`src/rtl/cdb_arbiter_if.sv`:
```
// Request/broadcast bundle between the functional units and the CDB arbiter.
// The master side is the units plus CDB consumers; the slave side is the arbiter.
interface cdb_arbiter_if #(
  parameter int NUM_UNITS = 3,
  parameter int TAG_W     = 3,
  parameter int DATA_W    = 16
);
  logic [NUM_UNITS-1:0]        req_valid;
  logic [NUM_UNITS*TAG_W-1:0]  req_tag;
  logic [NUM_UNITS*DATA_W-1:0] req_data;
  logic [NUM_UNITS-1:0]        req_ready;
  logic                        teveEscritaCDB;
  logic [TAG_W-1:0]            nameCDB;
  logic [DATA_W-1:0]           dadoCDB;
  logic [NUM_UNITS-1:0]        pending;
  logic                        err_tag_zero;

  modport master (
    output req_valid, req_tag, req_data,
    input  req_ready, teveEscritaCDB, nameCDB, dadoCDB, pending, err_tag_zero
  );

  modport slave (
    input  req_valid, req_tag, req_data,
    output req_ready, teveEscritaCDB, nameCDB, dadoCDB, pending, err_tag_zero
  );
endinterface

```
`src/rtl/cdb_arbiter.sv`:
```
// Common Data Bus arbiter: one holding buffer per functional unit, round-robin
// grant among full buffers, one registered broadcast per cycle.

module cdb_slot #(
  parameter int TAG_W  = 3,
  parameter int DATA_W = 16
) (
  input  logic              clock,
  input  logic              reset_n,
  input  logic              req_valid,
  input  logic [TAG_W-1:0]  req_tag,
  input  logic [DATA_W-1:0] req_data,
  input  logic              grant,
  output logic              ready,
  output logic              pend,
  output logic [TAG_W-1:0]  tag,
  output logic [DATA_W-1:0] data,
  output logic              tag_zero
);
  logic accept;

  // A granted buffer drains this edge, so it can take a new result at once.
  assign ready    = ~pend | grant;
  assign accept   = req_valid & ready;
  assign tag_zero = accept & (req_tag == '0);

  always_ff @(posedge clock or negedge reset_n) begin
    if (!reset_n) begin
      pend <= 1'b0;
      tag  <= '0;
      data <= '0;
    end else if (accept && req_tag != '0) begin
      pend <= 1'b1;
      tag  <= req_tag;
      data <= req_data;
    end else if (grant) begin
      pend <= 1'b0;
    end
  end
endmodule

module cdb_arbiter #(
  parameter int NUM_UNITS = 3,
  parameter int TAG_W     = 3,
  parameter int DATA_W    = 16
) (
  input  logic         clock,
  input  logic         reset_n,
  cdb_arbiter_if.slave bus
);
  localparam int PTR_W = $clog2(NUM_UNITS);

  logic [NUM_UNITS-1:0]             grant, rdy, pend, tz;
  logic [NUM_UNITS-1:0][TAG_W-1:0]  slot_tag;
  logic [NUM_UNITS-1:0][DATA_W-1:0] slot_data;
  logic [PTR_W-1:0]                 ptr, gnt_idx;
  logic [PTR_W:0]                   scan;
  logic                             found;
  logic                             teve_q, err_q;
  logic [TAG_W-1:0]                 name_q;
  logic [DATA_W-1:0]                dado_q;

  for (genvar i = 0; i < NUM_UNITS; i++) begin : g_slot
    cdb_slot #(.TAG_W(TAG_W), .DATA_W(DATA_W)) u_slot (
      .clock    (clock),
      .reset_n  (reset_n),
      .req_valid(bus.req_valid[i]),
      .req_tag  (bus.req_tag[i*TAG_W +: TAG_W]),
      .req_data (bus.req_data[i*DATA_W +: DATA_W]),
      .grant    (grant[i]),
      .ready    (rdy[i]),
      .pend     (pend[i]),
      .tag      (slot_tag[i]),
      .data     (slot_data[i]),
      .tag_zero (tz[i])
    );
  end

  // Scan from ptr with wrap; first full buffer wins.
  always_comb begin
    grant   = '0;
    gnt_idx = '0;
    found   = 1'b0;
    scan    = '0;
    for (int k = 0; k < NUM_UNITS; k++) begin
      scan = {1'b0, ptr} + (PTR_W+1)'(k);
      if (scan >= (PTR_W+1)'(NUM_UNITS))
        scan = scan - (PTR_W+1)'(NUM_UNITS);
      if (!found && pend[scan[PTR_W-1:0]]) begin
        found                    = 1'b1;
        gnt_idx                  = scan[PTR_W-1:0];
        grant[scan[PTR_W-1:0]]   = 1'b1;
      end
    end
  end

  always_ff @(posedge clock or negedge reset_n) begin
    if (!reset_n) begin
      ptr    <= '0;
      teve_q <= 1'b0;
      name_q <= '0;
      dado_q <= '0;
      err_q  <= 1'b0;
    end else begin
      err_q <= err_q | (|tz);
      if (found) begin
        teve_q <= 1'b1;
        name_q <= slot_tag[gnt_idx];
        dado_q <= slot_data[gnt_idx];
        ptr    <= (gnt_idx == PTR_W'(NUM_UNITS-1)) ? '0 : gnt_idx + 1'b1;
      end else begin
        teve_q <= 1'b0;
        name_q <= '0;
        dado_q <= '0;
      end
    end
  end

  assign bus.req_ready      = rdy;
  assign bus.pending        = pend;
  assign bus.teveEscritaCDB = teve_q;
  assign bus.nameCDB        = name_q;
  assign bus.dadoCDB        = dado_q;
  assign bus.err_tag_zero   = err_q;
endmodule

```
`src/flat_wrapper.sv`:
```
// flat-port wrapper written by rule: the top's interface ports become plain ports
module cdb_arbiter_flat 
#(
  parameter int NUM_UNITS = 3,
  parameter int TAG_W     = 3,
  parameter int DATA_W    = 16
)
  (clock, reset_n, bus_req_valid, bus_req_tag, bus_req_data, bus_req_ready, bus_teveEscritaCDB, bus_nameCDB, bus_dadoCDB, bus_pending, bus_err_tag_zero);
  cdb_arbiter_if #(.NUM_UNITS(NUM_UNITS), .TAG_W(TAG_W), .DATA_W(DATA_W)) bus_i ();
  input  logic clock;
  input  logic reset_n;
  input wire logic [$bits(bus_i.req_valid)-1:0] bus_req_valid;
  input wire logic [$bits(bus_i.req_tag)-1:0] bus_req_tag;
  input wire logic [$bits(bus_i.req_data)-1:0] bus_req_data;
  output wire logic [$bits(bus_i.req_ready)-1:0] bus_req_ready;
  output wire logic [$bits(bus_i.teveEscritaCDB)-1:0] bus_teveEscritaCDB;
  output wire logic [$bits(bus_i.nameCDB)-1:0] bus_nameCDB;
  output wire logic [$bits(bus_i.dadoCDB)-1:0] bus_dadoCDB;
  output wire logic [$bits(bus_i.pending)-1:0] bus_pending;
  output wire logic [$bits(bus_i.err_tag_zero)-1:0] bus_err_tag_zero;
  assign bus_i.req_valid = bus_req_valid;
  assign bus_i.req_tag = bus_req_tag;
  assign bus_i.req_data = bus_req_data;
  assign bus_req_ready = bus_i.req_ready;
  assign bus_teveEscritaCDB = bus_i.teveEscritaCDB;
  assign bus_nameCDB = bus_i.nameCDB;
  assign bus_dadoCDB = bus_i.dadoCDB;
  assign bus_pending = bus_i.pending;
  assign bus_err_tag_zero = bus_i.err_tag_zero;
  cdb_arbiter #(.NUM_UNITS(NUM_UNITS), .TAG_W(TAG_W), .DATA_W(DATA_W)) u_core (.clock(clock), .reset_n(reset_n), .bus(bus_i));
endmodule
```
`config.mk`:
```
export PLATFORM = sky130hd
export DESIGN_NAME = cdb_arbiter_flat
export DESIGN_NICKNAME = d
export VERILOG_FILES = /design/src/rtl/cdb_arbiter_if.sv /design/src/rtl/cdb_arbiter.sv /design/src/flat_wrapper.sv
export SDC_FILE = /design/constraint.sdc
export NUM_CORES = 1
export LEC_CHECK = 0
export ABC_AREA = 1
export BUFFER_PORTS_ARGS = -buffer_cell sky130_fd_sc_hd__buf_2
export CAP_MARGIN = 25
export CORE_ASPECT_RATIO = 1.2
export CORE_MARGIN = 3
export CORE_UTILIZATION = 51
export CTS_BUF_LIST = sky130_fd_sc_hd__clkbuf_2 sky130_fd_sc_hd__clkbuf_4 sky130_fd_sc_hd__clkbuf_8
export CTS_CLUSTER_SIZE = 10
export DETAILED_ROUTE_END_ITERATION = 10
export GPL_TIMING_DRIVEN = 0
export PLACE_DENSITY = 0.78
export REMOVE_ABC_BUFFERS = 1
export SLEW_MARGIN = 20
export SYNTH_ARGS = -nofsm -noshare
export SYNTH_HDL_FRONTEND = slang
export SYNTH_SLANG_ARGS = --single-unit
```
`constraint.sdc`:
```
create_clock -name clock -period 1.8 [get_ports clock]
set_input_delay 0.09 -clock clock [delete_from_list [all_inputs] [get_ports clock]]
set_output_delay 0.09 -clock clock [all_outputs]
set_load 0.1 [all_outputs]
```
* Word level (Yosys, flattened, before mapping) *
Cells that the tools add are included.

word-level totals
  register bits = 83
  bits of input ports = 62
  output and inout bits = 27
  word-level logic and storage cells = 104

cells by class
  add/subtract/negate cells = 6
  $lt $le $gt $ge = 10
  equal/unequal tests = 1
  mux-type cells = 38
  bitwise gates (word level) = 15
  reductions and logical operators = 20

operators with widths
  kind                                                         number
  binary-select mux 16 bit (select 2 bit)                      1
  2-to-1 mux 16 bit                                            2
  2-to-1 mux 1 bit                                             16
  2-to-1 mux 3 bit                                             5
  2-to-1 mux 2 bit                                             7
  less-than comparator 2 x 3 -> 1 bit (second input constant)  4
  zero test 3 bit                                              3
  nonzero test 3 bit                                           3
  logical AND 1 bit                                            8
  bitwise AND 1 bit                                            6
  binary-select mux 1 bit (select 2 bit)                       3
  binary-select mux 3 bit (select 2 bit)                       1
  demux 1 bit (select 2 bit)                                   3
  >= comparator 2 x 1 -> 1 bit (second input constant)         3
  >= comparator 3 x 2 -> 1 bit (second input constant)         2
  bitwise OR 3 bit                                             2
  nonzero test 2 bit                                           3
  subtractor 2 bit (second input constant)                     3
  bitwise OR 1 bit                                             4
  adder 2 x 1 -> 3 bit (second input constant)                 1
  adder 2 x 2 -> 3 bit (second input constant)                 1
  inverter 1 bit                                               3
  OR reduction 3 bit                                           1
  adder 2 x 1 -> 2 bit (second input constant)                 1
  3 further kinds                                              4

* Logic depth before layout (Yosys ltp) *
Gate-level depths: netlist (run 1).

  word-level depth = 16
  depth in mapped cells = 16
  gate-level depth less buffers = 16

* By module *
From an unflattened synthesis (run 1), not the netlist that was laid out.

second synthesis, totals
  cells, all modules = 554
  area total of the unflattened synthesis = 4300.4 um2

modules (own cells, without submodules)
  module       times used  cells an instance  area an instance (um2)  seq. area each (um2)
  cdb_slot     3           93                 859.6                   500.5
  cdb_arbiter  1           275                1721.7                  575.6

* Worst setup path before layout (run 1) *
OpenSTA, ideal clock, no wires.

  kind = register -> register
  start point = reg u_core.ptr[0]
  end point = reg u_core.g_slot[1].u_slot.data[11]
  library setup time = 0.126 ns
  arrival time = 1.881 ns
  data required time = 1.674 ns
  setup slack = -0.207 ns
  stages on the path, launching flop included = 13
  path buffers = 2
  clock period less this slack = 2.007 ns
  cell sequence = dfrtp_1 -> inv_1 -> ha_1 -> inv_1 -> nand3_1 -> nand2_2 -> nand4_1 -> nand3b_2 -> nand3_1 -> buf_4 -> buf_6 -> nand2_1 -> o21ai_0

between the ends
  cells in the longest elaborated chain, start to end = 14
  elaborated cells on any way between the ends = 46
  classes of those cells = 5 x add/sub; 9 x order compare; 20 x mux; 4 x bitwise; 8 x reduce/logical

RTL lines
  item                                                                                     RTL line            RTL
  start: declaration                                                                       cdb_arbiter.sv:56   logic [PTR_W-1:0] ptr, gnt_idx;
  start signal: assignment                                                                 cdb_arbiter.sv:110  ptr <= (gnt_idx == PTR_W'(NUM_UNITS-1)) ? '0 : gnt_idx + 1'b1;
  adder 2 x 1 -> 3 bit, or another cell as far along                                       cdb_arbiter.sv:86   scan = {1'b0, ptr} + (PTR_W+1)'(k);
  >= comparator 3 x 2 -> 1 bit, or another cell as far along                               cdb_arbiter.sv:87   if (scan >= (PTR_W+1)'(NUM_UNITS))
  2-to-1 mux 2 bit, or another cell as far along                                           cdb_arbiter.sv:87
  less-than comparator 2 x 3 -> 1 bit (implied by the code), or another cell as far along  cdb_arbiter.sv:92   grant[scan[PTR_W-1:0]] = 1'b1;
  logical AND 1 bit (implied by the code), or another cell as far along                    cdb_arbiter.sv:92
  2-to-1 mux 1 bit (implied by the code), or another cell as far along                     cdb_arbiter.sv:92
  demux 1 bit (select 2 bit), or another cell as far along                                 -
  bitwise OR 3 bit (no source line) or 2-to-1 mux 1 bit (tied branches)                    -
  2-to-1 mux 3 bit or zero test 1 bit (tied branches)                                      cdb_arbiter.sv:89   if (!found && pend[scan[PTR_W-1:0]]) begin
  bitwise OR 3 bit (no source line) or logical AND 1 bit (tied branches)                   -
  2-to-1 mux 3 bit (*)                                                                     cdb_arbiter.sv:89
  bitwise OR 1 bit (*)                                                                     cdb_arbiter.sv:23   assign ready = ~pend | grant;
  via u_core.g_slot[1].u_slot.ready                                                        cdb_arbiter.sv:14   output logic ready,
  bitwise AND 1 bit (*)                                                                    cdb_arbiter.sv:24   assign accept = req_valid & ready;
  logical AND 1 bit (*)                                                                    cdb_arbiter.sv:32   end else if (accept && req_tag != '0) begin
  end signal: assignment                                                                   cdb_arbiter.sv:35   data <= req_data;
  end: declaration                                                                         cdb_arbiter.sv:17   output logic [DATA_W-1:0] data,

The timed path passes the listed nets; every way through them passes the cells marked *. The select of a mux whose other input is x is not followed.
A chain may end at the register's enable or synchronous reset.

* Worst setup path in the final report (run 1) *
  start point = reg u_core.ptr[1]
  end point = reg u_core.dado_q[15] (netlist: u_core.bus.dadoCDB[15])

between the ends
  cells in the longest elaborated chain, start to end = 14
  elaborated cells on any way between the ends = 30
  classes of those cells = 5 x add/sub; 3 x order compare; 18 x mux; 4 x reduce/logical

RTL lines
  item                                                           RTL line            RTL
  branches (longest 13 deep; another with adder 2 x 1 -> 3 bit)  -
  2-to-1 mux 16 bit (*)                                          cdb_arbiter.sv:106  if (found) begin
  end signal: assignment                                         cdb_arbiter.sv:109  dado_q <= slot_data[gnt_idx];
  end: declaration                                               cdb_arbiter.sv:61   logic [DATA_W-1:0] dado_q;

Mark *: on every way between the ends. The select of a mux whose other input is x is not followed.

==> impl_metrics.tcl, run 1 <==
set metrics [dict create \
    drt_wl_total_microns 15700 \
    whs_path_depth 3 \
    track_usage_pct 31.7 \
    ioPinCount 89 \
    drv_slew 0 \
    fin_skew_ns 0.0136 \
    num_vias 4344 \
    core_sq_um 7790 \
    die_w_microns 88.1 \
    critical-path-max-stage-delay_ns 0.42 \
    slew_headroom_pct 54.5 \
    cts_root_buffer "clkbuf_8" \
    syn_to_final_growth_pct 59.4 \
    worstPathCellList "buf_6, ha_4, nand3_1, nand2_4, nand4_4, buf_6, nand2_8, buf_4, nand2_1, nand2_1, inv_1, a21oi_2" \
    grt_max_degree 61 \
    gr-total-overflow 0 \
    dp_hpwl_microns 5880 \
    synth_area_sq_um 4130 \
    crit_family "simple AND/OR/NAND/NOR gates" \
    worst_pin_slew_ns 0.678 \
    grt_pass1_wl_microns 21900 \
    end_kind "register" \
    min_to "u_core.g_slot[2].u_slot.data[14]" \
    r2r-end "u_core.bus.dadoCDB[15]" \
    crit_type "register to register" \
    insertion_delay_ns 0.36 \
    dieArea_sq_um 9210 \
    ys_ff_latch 83 \
    viasPerCell 5.67 \
    worst_path_max_delay_cell "dfrtp_1" \
    num-nets-final 736 \
    htree_levels 3 \
    cts_buffers 9 \
    stdcell_count 766 \
    place_ws_ns -0.817 \
    drt_first_iter_violations 404 \
    layout-drive-gt1-share_pct 49.9 \
    reg2reg_depth 12 \
    clk_path_buf_depth 2 \
    arrival_ns 2.58 \
    fillers 359 \
    r2r_setup_slack_ns -0.50 \
    cts_sinks 83 \
    rsz0062_at_grt "true" \
    min-delay-path-class "primary input to register" \
    cts_tree "yes" \
    drtAntennaViolNets 0 \
    crit_buf_inv 4 \
    maxCapViolations 0 \
    fmax_mhz 435 \
    antenna_found_initial 0 \
    die_h_microns 105 \
    placedCellCount 636 \
    violations "negative setup slack" \
    start_util_pct 53.0 \
    required_ns 2.08 \
    fin_crit_ns 2.30 \
    startpoint_type "register" \
    fin_ws_ns -0.497 \
    synth.avg_cell_area_sq_um 8.65 \
    worstHoldStart "bus_req_data[46]" \
    routedWlPerCell_microns 20.6 \
    dr.pass1.iters 8 \
    status "complete, but fails checks" \
    port_buffers 88 \
    ys_warn_count 0 \
    grt_pass1_vias 4319 \
    cts.clk_slew.worst_paths_ns 0.09 \
    r2r_start "u_core.ptr[1]" \
    netlist_instances 477 \
    gp_congestion 0.862 \
    placementRows 35 \
    seq_area_frac_synth_pct 50.3 \
    hold_viol_final 0 \
    drc_errors 0 \
    synth_cell_types 27 \
    path_max_fanout 6 \
    diodes 0 \
    fin_crit_sh_pct 128 \
    setup_viol 86 \
]
[per-stage QoR]
step | hold WS [ns] | setup TNS (ns) | utilization, % | instance area [sq um]
floorplan | -0.206 | -88.45 | - | 3920
global placement | 0.331 | -71.41 | 57.5 | 4480
detailed placement | 0.0250 | -55.89 | 58.3 | 4540
CTS | 0.00167 | -15.27 | 80.1 | 6240
global route | 0.0148 | -34.48 | 84.4 | 6580
finish | 0.00436 | -29.21 | 84.4 | 6580
[cell type report]
cell class | count | area [sq um] | area share [%]
well taps | 92 | 115 | 1.75
clock buffers | 12 | 159 | 2.42
repair buffers | 200 | 1740 | 26.5
multi-input cells | 292 | 2100 | 31.9
flip-flops and latches | 83 | 2080 | 31.6
inverters | 84 | 340 | 5.17
clock inverters | 3 | 46.3 | 0.704
[cells in the mapped netlist (all sizes together)]
cell    instances  share of area [%]
nand3b          3                1.2
buf            22                4.8
nand2         171                 16
clkinv          1               0.12
clkbuf          1              0.091
o21ai          54                 10
a21oi          18                2.5
nor3            5               0.88
nor2            3               0.45
ha              4                1.2
nand3          24                3.5
inv            83                7.5
nand4           5               0.91
dfrtp          83                 50
[layer usage]
layer  up-vias  GRT usage (%)  part of all wire, %
met3        88           8.20                  9.7
met2       298           53.3                   50
met5         -              0                    0
met1      2105           36.3                   34
met4         0           16.2                  6.0
li1       1853              -                    -
[worst reg2reg max path: stages (launching register included)]
cell	delay, ns
dfrtp_1	0.42
buf_6	0.14
ha_4	0.31
nand3_1	0.17
nand2_4	0.16
nand4_4	0.13
buf_6	0.18
nand2_8	0.12
buf_4	0.16
nand2_1	0.08
nand2_1	0.11
inv_1	0.08
a21oi_2	0.17
[how the worst max path moves through the flow]
| stage | cells after the start | endpoint | from |
|---|---|---|---|
| 2_1_floorplan | 7 | u_core.g_slot[1].u_slot.data[11] | u_core.g_slot[2].u_slot.pend |
| 3_3_place_gp | 9 | u_core.g_slot[1].u_slot.data[12] | u_core.ptr[0] |
| 3_5_place_dp | 11 | u_core.ptr[0] | u_core.ptr[1] |
| 4_1_cts | 8 | bus_req_ready[1] | u_core.ptr[1] |
| 5_1_grt | 16 | u_core.bus.dadoCDB[15] | u_core.ptr[1] |
| 6_report | 12 | u_core.bus.dadoCDB[15] | u_core.ptr[1] |
[cells in the final DEF, fill, tap and decap left out, drive strengths merged]
cell type    instances
nand2              174
buf                148
inv                 84
dfrtp               83
o21ai               54
dlygate4sd3         50
nand3               25
a21oi               18
clkbuf              14
nand4                5
nor3                 5
nand3b               4
ha                   4
nor2                 3
clkinv               1
bufinv               1
clkinvlp             1
[cells by family after synthesis]
| logic type | Yosys count | share of synthesized area, % |
|---|---|---|
| AND/OR/NAND/NOR | 211 | 23.0 |
| buffers and inverters | 107 | 12.6 |
| adder cells (fa/ha/maj) | 4 | 1.21 |
| flip-flops | 83 | 50.3 |
| AO/OA/AOI/OAI | 72 | 12.8 |
[state kept, by name, indices dropped and copies added, names as in the netlist]
| name | cells |
|---|---|
| u_core.bus.dadoCDB | 16 |
| u_core.bus.teveEscritaCDB | 1 |
| u_core.g_slot.u_slot.pend | 3 |
| u_core.g_slot.u_slot.data | 48 |
| u_core.bus.nameCDB | 3 |
| u_core.ptr | 2 |
| u_core.bus.err_tag_zero | 1 |
| u_core.g_slot.u_slot.tag | 9 |
[what timing repair did]
action                                 4_1_cts  5_1_grt
setup endpoints to repair                   86       86
setup buffers                               45       11
gates cloned                                 7        2
pin swaps                                   35       13
hold buffers                                47        3
endpoints found under the hold margin       69        3
resized for setup                          141       48
Power of run 1 is left out: the tool's default activity adds up to more than one toggle a clock period on the data nets, which glitch-free logic cannot reach.
==> inputs of run 2 (changes only) <==
--- a/config.mk
+++ b/config.mk
@@ -8,7 +8,7 @@
 export ABC_AREA = 1
 export BUFFER_PORTS_ARGS = -buffer_cell sky130_fd_sc_hd__buf_2
 export CAP_MARGIN = 25
-export CORE_ASPECT_RATIO = 1.2
+export CORE_ASPECT_RATIO = 0.7
 export CORE_MARGIN = 3
 export CORE_UTILIZATION = 51
 export CTS_BUF_LIST = sky130_fd_sc_hd__clkbuf_2 sky130_fd_sc_hd__clkbuf_4 sky130_fd_sc_hd__clkbuf_8
==> impl_metrics.tcl, run 2 (synthesized netlist as in run 1, its figures left out) <==
set metrics [dict create \
    status "complete, but fails checks" \
    violations "negative setup slack" \
    grt_max_degree 55 \
    hold_ws_ns 0.0214 \
    die_w_microns 114 \
    diodes 0 \
    dr.pass1.iters 7 \
    drt_first_iter_violations 800 \
    dieArea_sq_um 9230 \
    rsz0062_at_grt "true" \
    cts_root_buffer "clkbuf_8" \
    grt_pass1_wl_microns 24800 \
    cts_sinks 83 \
    setup_viol 86 \
    end_kind "register" \
    grt_pass1_vias 4535 \
    start_util_pct 54.5 \
    fin_ws_ns -0.876 \
    cts_buffers 9 \
    routedWlPerCell_microns 25.1 \
    clk_path_buf_depth 2 \
    fin_skew_ns 0.0141 \
    drv_slew 0 \
    largest_reg_flops 48 \
    fin_crit_ns 2.68 \
    final_common_cell "buf_2" \
    path_max_fanout 7 \
    gp_congestion 0.901 \
    cts_tree "yes" \
    core_sq_um 7580 \
    drt_wl_total_microns 19600 \
    stdcell_count 780 \
    fmax_mhz 374 \
    largest_register "u_core.g_slot.u_slot.data" \
    syn_to_final_growth_pct 67.8 \
    placedCellCount 642 \
    drtAntennaViolNets 0 \
    layout-drive-gt1-share_pct 56.6 \
    placementRows 26 \
    startpoint_type "register" \
    maxCapViolations 0 \
    slew_headroom_pct 44.2 \
    fin_crit_sh_pct 149 \
    required_ns 2.01 \
    hold_viol_final 0 \
    insertion_delay_ns 0.37 \
    ioPinCount 89 \
    port_buffers 88 \
    worst_pin_slew_ns 0.831 \
    gr-total-overflow 0 \
    crit_type "register to register" \
    drc_errors 0 \
    dp_hpwl_microns 6160 \
    die_h_microns 81.3 \
    num_vias 4854 \
    r2r_setup_slack_ns -0.88 \
    final_cell_mix "buf_2, dfrtp_1, nand2_1" \
    htree_levels 3 \
    antenna_found_initial 0 \
    track_usage_pct 36.1 \
    min-delay-path-class "primary input to register" \
    num-nets-final 743 \
    arrival_ns 2.89 \
    viasPerCell 6.22 \
    fin_tns_setup_ns -46.16 \
    cts.clk_slew.worst_paths_ns 0.09 \
]
-- run 2: worst max-delay path: stages, from the launching register on --
cell and delay, ns:
dfrtp_2 0.49, inv_2 0.14, ha_4 0.21, inv_4 0.07, nand3_4 0.11, nand2_4 0.10, o21ai_0 0.32, nand3b_4 0.27
nand3_4 0.16, clkbuf_16 0.21, o21ai_1 0.44
-- run 2: cell type report --
class | instances | area [sq um]
repair buffers | 201 | 1750
multi-input cells | 298 | 2400
clock inverters | 4 | 73.8
clock buffers | 12 | 153
fillers | 249 | 654
inverters | 84 | 343
flip-flops and latches | 83 | 2080
well taps | 98 | 123
-- run 2: timing repair --
action,CTS,global route
setup endpoints to repair,86,86
hold endpoints to repair,79,0
buffers inserted,49,10
cloned,13,3
resized for setup,142,119
hold buffers,51,0
pin swaps,44,54
-- run 2: final timing paths --
check | startpoint | endpoint | depth (start not counted)
max | u_core.ptr[0] | u_core.g_slot[1].u_slot.data[13] | 10
min | bus_req_tag[7] | u_core.g_slot[2].u_slot.tag[1] | 3
max reg2reg | u_core.ptr[0] | u_core.g_slot[1].u_slot.data[13] | 10
min reg2reg | u_core.g_slot[2].u_slot.data[4] | u_core.g_slot[2].u_slot.data[4] | 2
max in group asynchronous | reset_n | u_core.g_slot[2].u_slot.data[12] | 3
min in group asynchronous | reset_n | u_core.g_slot[1].u_slot.tag[1] | 2
-- run 2: routing by layer --
| metal | track usage, % | wire, microns | vias up |
|---|---|---|---|
| met5 | 0 | 0 | - |
| met4 | 19.8 | 1640 | 0 |
| met2 | 60.6 | 8690 | 507 |
| met3 | 10.6 | 2460 | 194 |
| met1 | 42.2 | 6810 | 2277 |
| li1 | - | - | 1876 |
-- run 2: metrics by stage --
stage	area, sq um	setup WS [ns]	util, %
2_1_floorplan	3920	-1.81	-
5_1_grt	6930	-0.842	91.4
3_3_place_gp	4490	-1.54	59.2
6_report	6930	-0.876	91.4
4_1_cts	6500	-0.314	85.8
3_5_place_dp	4550	-0.781	60.0
Power of run 2 is left out for the same reason.
